==> config.mk <==
export PLATFORM = sky130hd
export DESIGN_NAME = snn_ctrl
export DESIGN_NICKNAME = d
export VERILOG_FILES = /design/src/rtl/snn_ctrl.sv
export SDC_FILE = /design/constraint.sdc
export NUM_CORES = 1
export LEC_CHECK = 0
export CORE_ASPECT_RATIO = 0.5
export CORE_MARGIN = 4
export CORE_UTILIZATION = 45
export DETAILED_ROUTE_END_ITERATION = 6
export PLACE_DENSITY = 0.76
export SYNTH_ARGS = -nofsm -noshare
export SYNTH_HDL_FRONTEND = slang
export SYNTH_SLANG_ARGS = --single-unit
==> constraint.sdc <==
create_clock -name clk -period 3.44 [get_ports clk]
set_input_delay 0.688 -clock clk [delete_from_list [all_inputs] [get_ports clk]]
set_output_delay 0.688 -clock clk [all_outputs]
set_load 0.01 [all_outputs]
==> src/rtl/snn_ctrl.sv <==
// -----------------------------------------------------------------------------
// snn_ctrl - top-level sequencer for the SNN digit classifier.
//
// Receives a binary image as a stream of bytes. Each byte is unpacked LSB first
// into the single-bit input-unit RAM at ascending pixel addresses. Once
// NUM_PIXELS pixels are stored, snn_core is started and given the RAM read
// port. The classified digit is latched and handed to the transmitter, and
// the controller then waits for the next image.
//
// Configuration macro:
//   SNN_CTRL_ASCII_EN  defined   -> tx_data = {4'h3, digit} (ASCII '0'..'9')
//                      undefined -> tx_data = {4'h0, digit} (raw binary)
//
// Ports:
//   clk, rst_n        system clock, asynchronous active-low reset
//   rx_rdy, rx_data   one-cycle byte strobe and pixel byte (bit 0 = lowest addr)
//   core_start        one-cycle start pulse to snn_core (registered)
//   core_done         snn_core completion strobe (honoured only while waiting)
//   core_digit        snn_core classification result
//   core_addr         snn_core read address, routed to ram_addr while it runs
//   ram_addr/we/wdata input-unit RAM port (combinational mux on state)
//   tx_start, tx_data one-cycle transmit request and registered byte
//   tx_busy           transmitter busy, holds the report back
//   busy              high whenever the controller is not ready for a byte
//   overrun           sticky: a byte arrived while not ready; cleared by reset
// -----------------------------------------------------------------------------
module snn_ctrl #(
   parameter int NUM_PIXELS = 784,
   parameter int ADDR_W     = 10
) (
   input  logic              clk,
   input  logic              rst_n,
   input  logic              rx_rdy,
   input  logic [7:0]        rx_data,
   output logic              core_start,
   input  logic              core_done,
   input  logic [3:0]        core_digit,
   input  logic [ADDR_W-1:0] core_addr,
   output logic [ADDR_W-1:0] ram_addr,
   output logic              ram_we,
   output logic              ram_wdata,
   output logic              tx_start,
   output logic [7:0]        tx_data,
   input  logic              tx_busy,
   output logic              busy,
   output logic              overrun
);

   typedef enum logic [2:0] {
      ST_LOAD   = 3'd0,
      ST_UNPACK = 3'd1,
      ST_START  = 3'd2,
      ST_WAIT   = 3'd3,
      ST_REPORT = 3'd4
   } state_t;

   localparam logic [ADDR_W-1:0] LAST_PIX = ADDR_W'(NUM_PIXELS - 1);
   localparam logic [ADDR_W-1:0] PIX_ONE  = ADDR_W'(1);

`ifdef SNN_CTRL_ASCII_EN
   localparam logic [3:0] TX_HI = 4'h3;
`else
   localparam logic [3:0] TX_HI = 4'h0;
`endif

   state_t              state_r;
   state_t              state_nxt_s;
   logic [7:0]          byte_r;
   logic [2:0]          bit_cnt_r;
   logic [ADDR_W-1:0]   pix_cnt_r;
   logic [3:0]          digit_r;
   logic                core_start_r;
   logic                tx_start_r;
   logic [7:0]          tx_data_r;
   logic                busy_r;
   logic                overrun_r;

   // State register.
   always_ff @(posedge clk or negedge rst_n) begin
      if (!rst_n) begin
         state_r <= ST_LOAD;
      end else begin
         state_r <= state_nxt_s;
      end
   end

   // Next-state logic.
   always_comb begin
      state_nxt_s = state_r;
      case (state_r)
         ST_LOAD: begin
            if (rx_rdy) begin
               state_nxt_s = ST_UNPACK;
            end else begin
               state_nxt_s = ST_LOAD;
            end
         end
         ST_UNPACK: begin
            // The pixel written this cycle is pix_cnt_r; after bit 7 the
            // image is complete exactly when that pixel was the last one.
            if (bit_cnt_r == 3'd7) begin
               if (pix_cnt_r == LAST_PIX) begin
                  state_nxt_s = ST_START;
               end else begin
                  state_nxt_s = ST_LOAD;
               end
            end else begin
               state_nxt_s = ST_UNPACK;
            end
         end
         ST_START: begin
            state_nxt_s = ST_WAIT;
         end
         ST_WAIT: begin
            if (core_done) begin
               state_nxt_s = ST_REPORT;
            end else begin
               state_nxt_s = ST_WAIT;
            end
         end
         ST_REPORT: begin
            if (!tx_busy) begin
               state_nxt_s = ST_LOAD;
            end else begin
               state_nxt_s = ST_REPORT;
            end
         end
         default: begin
            state_nxt_s = ST_LOAD;
         end
      endcase
   end

   // Byte capture, bit/pixel counters and digit latch.
   always_ff @(posedge clk or negedge rst_n) begin
      if (!rst_n) begin
         byte_r    <= 8'h00;
         bit_cnt_r <= 3'd0;
         pix_cnt_r <= '0;
         digit_r   <= 4'h0;
      end else begin
         case (state_r)
            ST_LOAD: begin
               if (rx_rdy) begin
                  byte_r    <= rx_data;
                  bit_cnt_r <= 3'd0;
               end
            end
            ST_UNPACK: begin
               pix_cnt_r <= pix_cnt_r + PIX_ONE;
               bit_cnt_r <= bit_cnt_r + 3'd1;
            end
            ST_WAIT: begin
               if (core_done) begin
                  digit_r <= core_digit;
               end
            end
            ST_REPORT: begin
               if (!tx_busy) begin
                  pix_cnt_r <= '0;
               end
            end
            default: begin
            end
         endcase
      end
   end

   // Registered control outputs; core_start and busy are derived from the
   // next state so they line up with the state they describe.
   always_ff @(posedge clk or negedge rst_n) begin
      if (!rst_n) begin
         core_start_r <= 1'b0;
         tx_start_r   <= 1'b0;
         tx_data_r    <= 8'h00;
         busy_r       <= 1'b0;
         overrun_r    <= 1'b0;
      end else begin
         core_start_r <= (state_nxt_s == ST_START);
         busy_r       <= (state_nxt_s != ST_LOAD);
         tx_start_r   <= (state_r == ST_REPORT) && !tx_busy;
         if ((state_r == ST_REPORT) && !tx_busy) begin
            tx_data_r <= {TX_HI, digit_r};
         end
         if (rx_rdy && (state_r != ST_LOAD)) begin
            overrun_r <= 1'b1;
         end
      end
   end

   // RAM port ownership: the controller owns it while loading, the core
   // owns the read address from start until the report is sent.
   always_comb begin
      ram_addr  = pix_cnt_r;
      ram_we    = 1'b0;
      ram_wdata = 1'b0;
      case (state_r)
         ST_LOAD: begin
            ram_addr = pix_cnt_r;
         end
         ST_UNPACK: begin
            ram_addr  = pix_cnt_r;
            ram_we    = 1'b1;
            ram_wdata = byte_r[bit_cnt_r];
         end
         ST_START, ST_WAIT, ST_REPORT: begin
            ram_addr = core_addr;
         end
         default: begin
            ram_addr = pix_cnt_r;
         end
      endcase
   end

   assign core_start = core_start_r;
   assign tx_start   = tx_start_r;
   assign tx_data    = tx_data_r;
   assign busy       = busy_r;
   assign overrun    = overrun_r;

endmodule

==> Word level (Yosys, flattened, before mapping) <==
Cells that the tools add are included.
{ "word_totals": {"ff_bits": 36, "output_inout_bits": 24} }
{ "classes": {"addsub": 2, "order_cmp": 1, "eq_ne": 9, "muxes": 15, "n_reduce_logical": 13} }
{ "ops": {"columns": ["operator", "count"], "rows": [
  ["10-bit two-way mux", 2],
  ["10-bit one-hot mux with 2 select lines", 1],
  ["3-bit one-hot mux with 5 select lines", 1],
  ["3-bit two-way mux", 4],
  ["10-bit by 1-bit adder with 10-bit output (second input constant)", 1],
  ["10-bit equality test (second input constant)", 1],
  ["3-bit by 2-bit equality test with 1-bit output (second input constant)", 3],
  ["2-bit AND reduction", 4],
  ["3-bit equality test (second input constant)", 2],
  ["3-bit one-hot mux with 2 select lines", 1],
  ["3-bit nonzero test", 2],
  ["3-bit by 4-bit < comparator with 1-bit output (second input constant)", 1],
  ["1-bit two-way mux", 4],
  ["2-bit != test (second input constant)", 2],
  ["2-bit nonzero test", 2],
  ["3-bit by 1-bit adder with 3-bit output (second input constant)", 1],
  ["1-bit binary-select mux with 3-bit select", 1],
  ["3-bit by 1-bit equality test with 1-bit output (second input constant)", 1],
  ["3-bit zero test", 1],
  ["3-bit OR reduction", 1],
  ["1-bit logical AND", 2],
  ["2-bit two-way mux", 1],
  ["1-bit zero test", 1]
]} }

==> Longest topological paths before layout <==
{ "depth": {"ltp_word": 5, "depth_mapped": 7, "mapped_depth_nobuf": 6} }

==> Worst setup path before layout <==
Ideal clock, no wire load.
{ "synth_timing": {"kind": "register to output", "from": "reg state_r[1]", "to": "out ram_addr[0]", "arrival_ns": 1.331, "slack_ns": 1.421, "path_stages_with_launch": 4, "path_cell_list": "dfrtp_1 -> and2b_2 -> nor2_2 -> mux2_2"} }
{ "synth_between": {"elab_chain_len": 3, "word_cells_on_any_way": 5} }
{ "synth_rtl": {"columns": ["element", "line_no", "source"], "rows": [
  ["start: declaration", "66", "state_t state_r;"],
  ["start signal: assignment", "83", "state_r <= state_nxt_s;"],
  ["3-bit equality test / 3-bit by 2-bit equality test with 1-bit output (equally long branches)", "197", "case (state_r)"],
  ["3-bit OR reduction *", "197", null],
  ["10-bit two-way mux *", "197", null],
  ["end: declaration", "39", "output logic [ADDR_W-1:0] ram_addr,"]
]} }
Mark *: on every way between the ends. The rest lies on a longest branch, timed or not.

==> Final worst setup path <==
{ "layout_timing": {"from": "reg state_r[2]", "to": "out ram_addr[1]"} }
Same word-level chain as after synthesis.

==> impl_metrics.toml <==
[global_route]
grt_pass1_wl_mm = 6.17
grt_use_met3_pct = 4.34
busiest_layer = "met2"
gr-total-overflow = 0
grtUsageTotal_pct = 15.3
antenna_found_initial = 0
grtUsageMet2_pct = 26.1
first_global_vias = 1275
gr-usage-met1_pct = 19.1
grt_max_degree = 37

[sta]
hold_violations = 0
finalSetupTns_ns = 0
period_share_pct = 87.7
drv_slew = 0
skew_ns = 0.00841
fin_ws_ns = 0.423
max_freq_ghz = 0.331
setup_violations = 0
tightest_slew_ns = 0.785
whs_ns = 0.476
slew_headroom_pct = 47.7
timing.final.crit_period_ns = 3.02
rsz0062_at_grt = "no"

[worst_setup_path]
startpoint_type = "flop"
cp_top_family = "simple AND/OR/NAND/NOR gates"
worstPathArrival_ns = 2.33
slowest_delay_ns = 0.49
cp.required_ns = 2.75
worst-path-buf-inv = 1
end_kind = "output pin"
cp_slowest_cell = "clkdlybuf4s50_1"
worstSetupPathType = "reg -> out"
worstPathCellList = "and2b_2, nor2_2, mux2_2, clkdlybuf4s50_1"
crit_fanout = 10

[place]
numPortBuffers = 46
pre_cts_ws_ns = 0.708
dpl.hpwl_mm = 2.65
place.gp.congestion = 0.774
post_dp_cell_area_sq_um = 2300
dp_cells = 244

[yosys]
ys_warn_count = 0
ys_seq_elements = 36
synth_top_area_share_pct = 49.3
yosysSeqAreaShare_pct = 49.3
syn_inst = 150
synthDistinctLibCells = 37
synth_area_sq_um = 1830
yosysTopAreaCell = "dfrtp_1"
syn_area_per_cell_sq_um = 12.2
synth.top_cells.by_area = "dfrtp_1 (49%), mux2_2 (16%), a2111oi_4 (3.0%), xnor2_1 (2.9%), mux4_2 (2.5%)"

[outcome]
status = "finished, final reports clean"

[final_layout]
drive_above_1_share_pct = 22.2
final_common_cell = "clkdlybuf4s50_1"
area_delta_synth_final_pct = 30.9
insertedDiodeCount = 0
fin_area_sq_um = 2390
final_cell_mix = "clkdlybuf4s50_1 (45), dfrtp_1 (36), mux2_2 (26)"
fin_nets = 227
utilization_pct = 61.3
nFillCells = 304
final-instance-count-excl-fill = 252

[pwr]
leakagePower_nw = 1.01
ir_drop_mv = 0.273
pwr_density_cell_nw_per_um2 = 728
total_power_mw = 1.74

[route]
drc = 0
num_vias = 1300
drt_iter0_markers = 40
viasPerCell = 5.16
dr.pass1.iters = 4
avgRoutedWirePerCell_um = 14.3
routed_wl_mm = 3.61
ant_nets = 0

[clocking]
clock-sinks = 36
cts_tree = "yes"
cts_max_path_buffers = 2
postCtsSetupRepairBufs = 0
clkSlewWorstSetupHoldPaths_ns = 0.07
cts_root_buf = "clkbuf_8"
hold_buffers = 0
cts_resized = 0
htree_levels = 2
cts_buffers = 5
insertion_delay_ns = 0.28

[job]
maxCapViolCount = 0

[floorplanning]
die_h_um = 53.1
core_region_area_sq_um = 3900
start_util_pct = 46.8
dieArea_sq_um = 5210
fp.dieW_um = 98.1
ios = 51
row_count = 16

[hold_path]
hp-class = "in -> async"
area by class of cell:
class	count	area, sq um	area share (%)
clock buffer	8	90.1	3.76
inverter	4	15.0	0.627
multi-input combinational	103	857	35.8
sequential	36	901	37.6
tap	54	67.6	2.82
timing repair buffer	47	463	19.3
worst reg2reg max path, cell delays in order (launching register included):
cell,delay [ns]
dfrtp_1,0.46
nor3b_1,0.42
nor2b_1,0.42
buf_4,0.28
nand3b_1,0.12
o21ai_0,0.09
logic make-up after synthesis:
family	Yosys count	share of synthesized area, %
buffers and inverters	14	4.45
other	1	0.205
AND/OR/NAND/NOR	46	14.7
AO/OA/AOI/OAI	14	6.91
multiplexers	29	19.0
flip-flops	36	49.3
XOR/XNOR	7	3.35
adder cells (fa/ha/maj)	3	2.05
power breakdown:
part,leakage [nW],total [mW],internal (mW),switching [mW]
clock,0.0455,0.307,0.163,0.144
combinational,0.519,0.719,0.421,0.298
sequential,0.444,0.718,0.565,0.152
layer usage:
metal	wire [um]	share of wire [%]	vias up
met5	0	0	-
met4	36	1.0	0
met3	209	5.8	4
met2	1750	49	42
met1	1610	45	646
li1	-	-	608
registers in the layout, summed over array words and instances (netlist names):
register	count
overrun	1
pix_cnt_r	10
state_r	3
tx_start	1
bit_cnt_r	3
busy	1
digit_r	4
byte_r	8
core_start	1
tx_data	4
cell usage after synthesis:
cell / instances
and2_1: 1
buf_2: 4
mux4_2: 2
a211o_1: 1
or3b_1: 1
or3_1: 3
nand4_1: 2
nor3b_1: 1
dfrtp_1: 36
a21o_1: 1
nor4_4: 1
or3b_4: 1
nand2_1: 11
nand3_1: 3
and2b_2: 1
mux2i_1: 1
nand4b_1: 3
mux2_2: 26
clkbuf_2: 1
a211oi_1: 1
ha_1: 3
nand3b_1: 2
xor2_1: 1
inv_1: 4
o21ai_0: 6
a21oi_1: 2
nor2b_1: 1
nor2_1: 9
o21bai_1: 1
or2b_2: 1
buf_6: 1
xnor2_1: 6
nor2_2: 2
buf_4: 4
nor3_1: 3
conb_1: 1
a2111oi_4: 2
path summary, 6_finish.rpt:
kind | startpoint | endpoint | slack [ns] | cells after the start
max | state_r[2]$_DFF_PN0_ | ram_addr[1] | 0.42 | 4
min | rst_n | pix_cnt_r[9]$_DFFE_PN0P_ | 0.48 | 1
max reg2reg | state_r[1]$_DFF_PN0_ | pix_cnt_r[0]$_DFFE_PN0P_ | 1.52 | 5
min reg2reg | overrun$_DFFE_PN0P_ | overrun$_DFFE_PN0P_ | 0.49 | 1
max in group asynchronous | rst_n | tx_data[3]$_DFFE_PN0P_ | 2.45 | 1
min in group clk | overrun$_DFFE_PN0P_ | overrun$_DFFE_PN0P_ | 0.49 | 1
Note: power is estimated with default switching activity, not from simulation.
==> variant, RTL diff (config.mk and constraints unchanged) <==
Compare `pix_cnt_r` against `LAST_PIX` with >= in place of ==.
--- a/src/rtl/snn_ctrl.sv
+++ b/src/rtl/snn_ctrl.sv
@@ -99,7 +99,7 @@
             // The pixel written this cycle is pix_cnt_r; after bit 7 the
             // image is complete exactly when that pixel was the last one.
             if (bit_cnt_r == 3'd7) begin
-               if (pix_cnt_r == LAST_PIX) begin
+               if (pix_cnt_r >= LAST_PIX) begin
                   state_nxt_s = ST_START;
                end else begin
                   state_nxt_s = ST_LOAD;
Check against the original RTL: same outputs for any inputs over 10 cycles, from zero or initial values and one cycle with rst_n low; that may be too few to reach the edited logic, so the function may still have changed.
==> variant against the original RTL <==
  * Total power is 3.3% lower
  * Worst setup slack worse by 47 ps
  * Die area is 1.2% lower
  * Sequential cell count stayed put
  * Synthesized cell count stayed put
  * Synthesized area is 1.4% lower
  * Non-clock buffer count is 1 higher
  * Wire length is 2.6% lower
  * Design area is 0.10% higher
==> variant: results (changes against the original RTL) <==
stage,metric,value,unit,change
run_status,status,"finished, final reports clean",,
layout,design.final.nets,228,,+0.44%
global_routing,grt_antenna_before_repair,0,,unchanged
clock_tree,clock_path_buffers,2,,unchanged
setup_path,reg2reg_path_depth,5,,unchanged
place,globalplace.congestion,0.725,,-6.3%
pwr,power_leakage,1.03,nW,+1.8%
setup_path,worst_ep_arrival_time,2380,ps,+50 ps
layout,finish.cell_count_without_fillers,250,,-0.79%
pwr,peak_vdd_ir,0.305,mV,+12%
synthesis,synthAdderAreaFrac,0.0208,,+0.000285
sta,final.setup_skew,1.45,ps,-6.96 ps
synthesis,synth_compound_area_frac,0.0881,,+0.0190
sta,slew_headroom,0.545,,+0.0678
global_routing,grt_pass1_wl,6.01,mm,-2.6%
synthesis,synth_xor_area_frac,0.0243,,-0.00925
route,drc_violation_total_after_the_first_tritonroute_iteration,29,,-28%
pwr,net-switching-power,0.553,mW,-6.9%
synthesis,yosysUniqueCellTypes,40,,+8.1%
min_path,holdCritPathClass,flop to flop,,
place,place.detailed.hpwl,2.67,mm,+0.51%
synthesis,post_synth_main_area_contributors,"dfrtp_1 (50%), mux2_2 (16%), mux4_2 (2.5%), xor2_1 (2.4%), nand2_1 (2.3%)",,
synthesis,synth_cell_count_leaders,"dfrtp_1 (36), mux2_2 (26), nand2_1 (11), nor2_1 (10)",,
global_routing,first_global_vias,1314,,+3.1%
place,placedCellCount,242,,-0.82%
global_routing,groute.usage.overall,0.151,,-0.00131
variant: critical path: stages, from the launching register on:
cell and delay [ps]:
dfrtp_1 550, nor2_1 130, a21oi_2 520, mux2_2 400, clkdlybuf4s50_1 480
variant: cell families (layout without fill, tap and decap cells):
logic type      after synthesis  count (layout)
other cells                   1               4
fa+ha+maj                     3               3
compound gates               22              22
buf+inv                      12              58
mux                          29              29
xor+xnor                      5               5
simple gates                 42              42
flops                        36              36
variant: power groups by stage:
stage          Combinational (mW)  Sequential [mW]  Clock (mW)
3_3_place_gp                0.615            0.694           0
3_5_place_dp                0.634            0.699           0
6_report                    0.625            0.693       0.368
2_1_floorplan               0.424            0.651           0
4_1_cts                     0.636            0.692       0.377
5_1_grt                     0.694            0.716       0.398
variant: layer usage:
layer | global-route usage | vias to the layer above | routed length [um]
met1 | 0.182 | 644 | 1560
li1 | - | 631 | -
met2 | 0.263 | 38 | 1750
met5 | 0 | - | 0
met4 | 0.0483 | 0 | 12
met3 | 0.0491 | 2 | 197
variant: cell type report:
type,instances,area (um2)
Clock buffer,5,68.8
Multi-Input combinational cell,105,837
Sequential cell,36,901
Timing Repair Buffer,48,475
Clock inverter,3,42.5
Inverter,2,7.51
Fill cell,299,1240
Tap cell,51,63.8
variant: worst paths after layout:
kind                       startpoint           end  slack [ps]
setup / recovery           state_r[0]   ram_addr[8]         380
hold / removal                overrun       overrun         480
setup reg to reg           state_r[0]  pix_cnt_r[0]        1660
hold reg to reg               overrun       overrun         480
max in group asynchronous       rst_n  pix_cnt_r[9]        2320
min in group asynchronous       rst_n     byte_r[2]         810
variant: through the flow:
stage                     setup WS, ps  power (mW)  area, um2  utilization
after detailed placement           671        1.33       2280        0.627
after global placement             739        1.31       2280        0.627
after floorplan                   1370        1.08       1810            -
after global routing               207        1.81       2400        0.658
after CTS                          351        1.71       2400        0.658
final                              376        1.69       2400        0.658
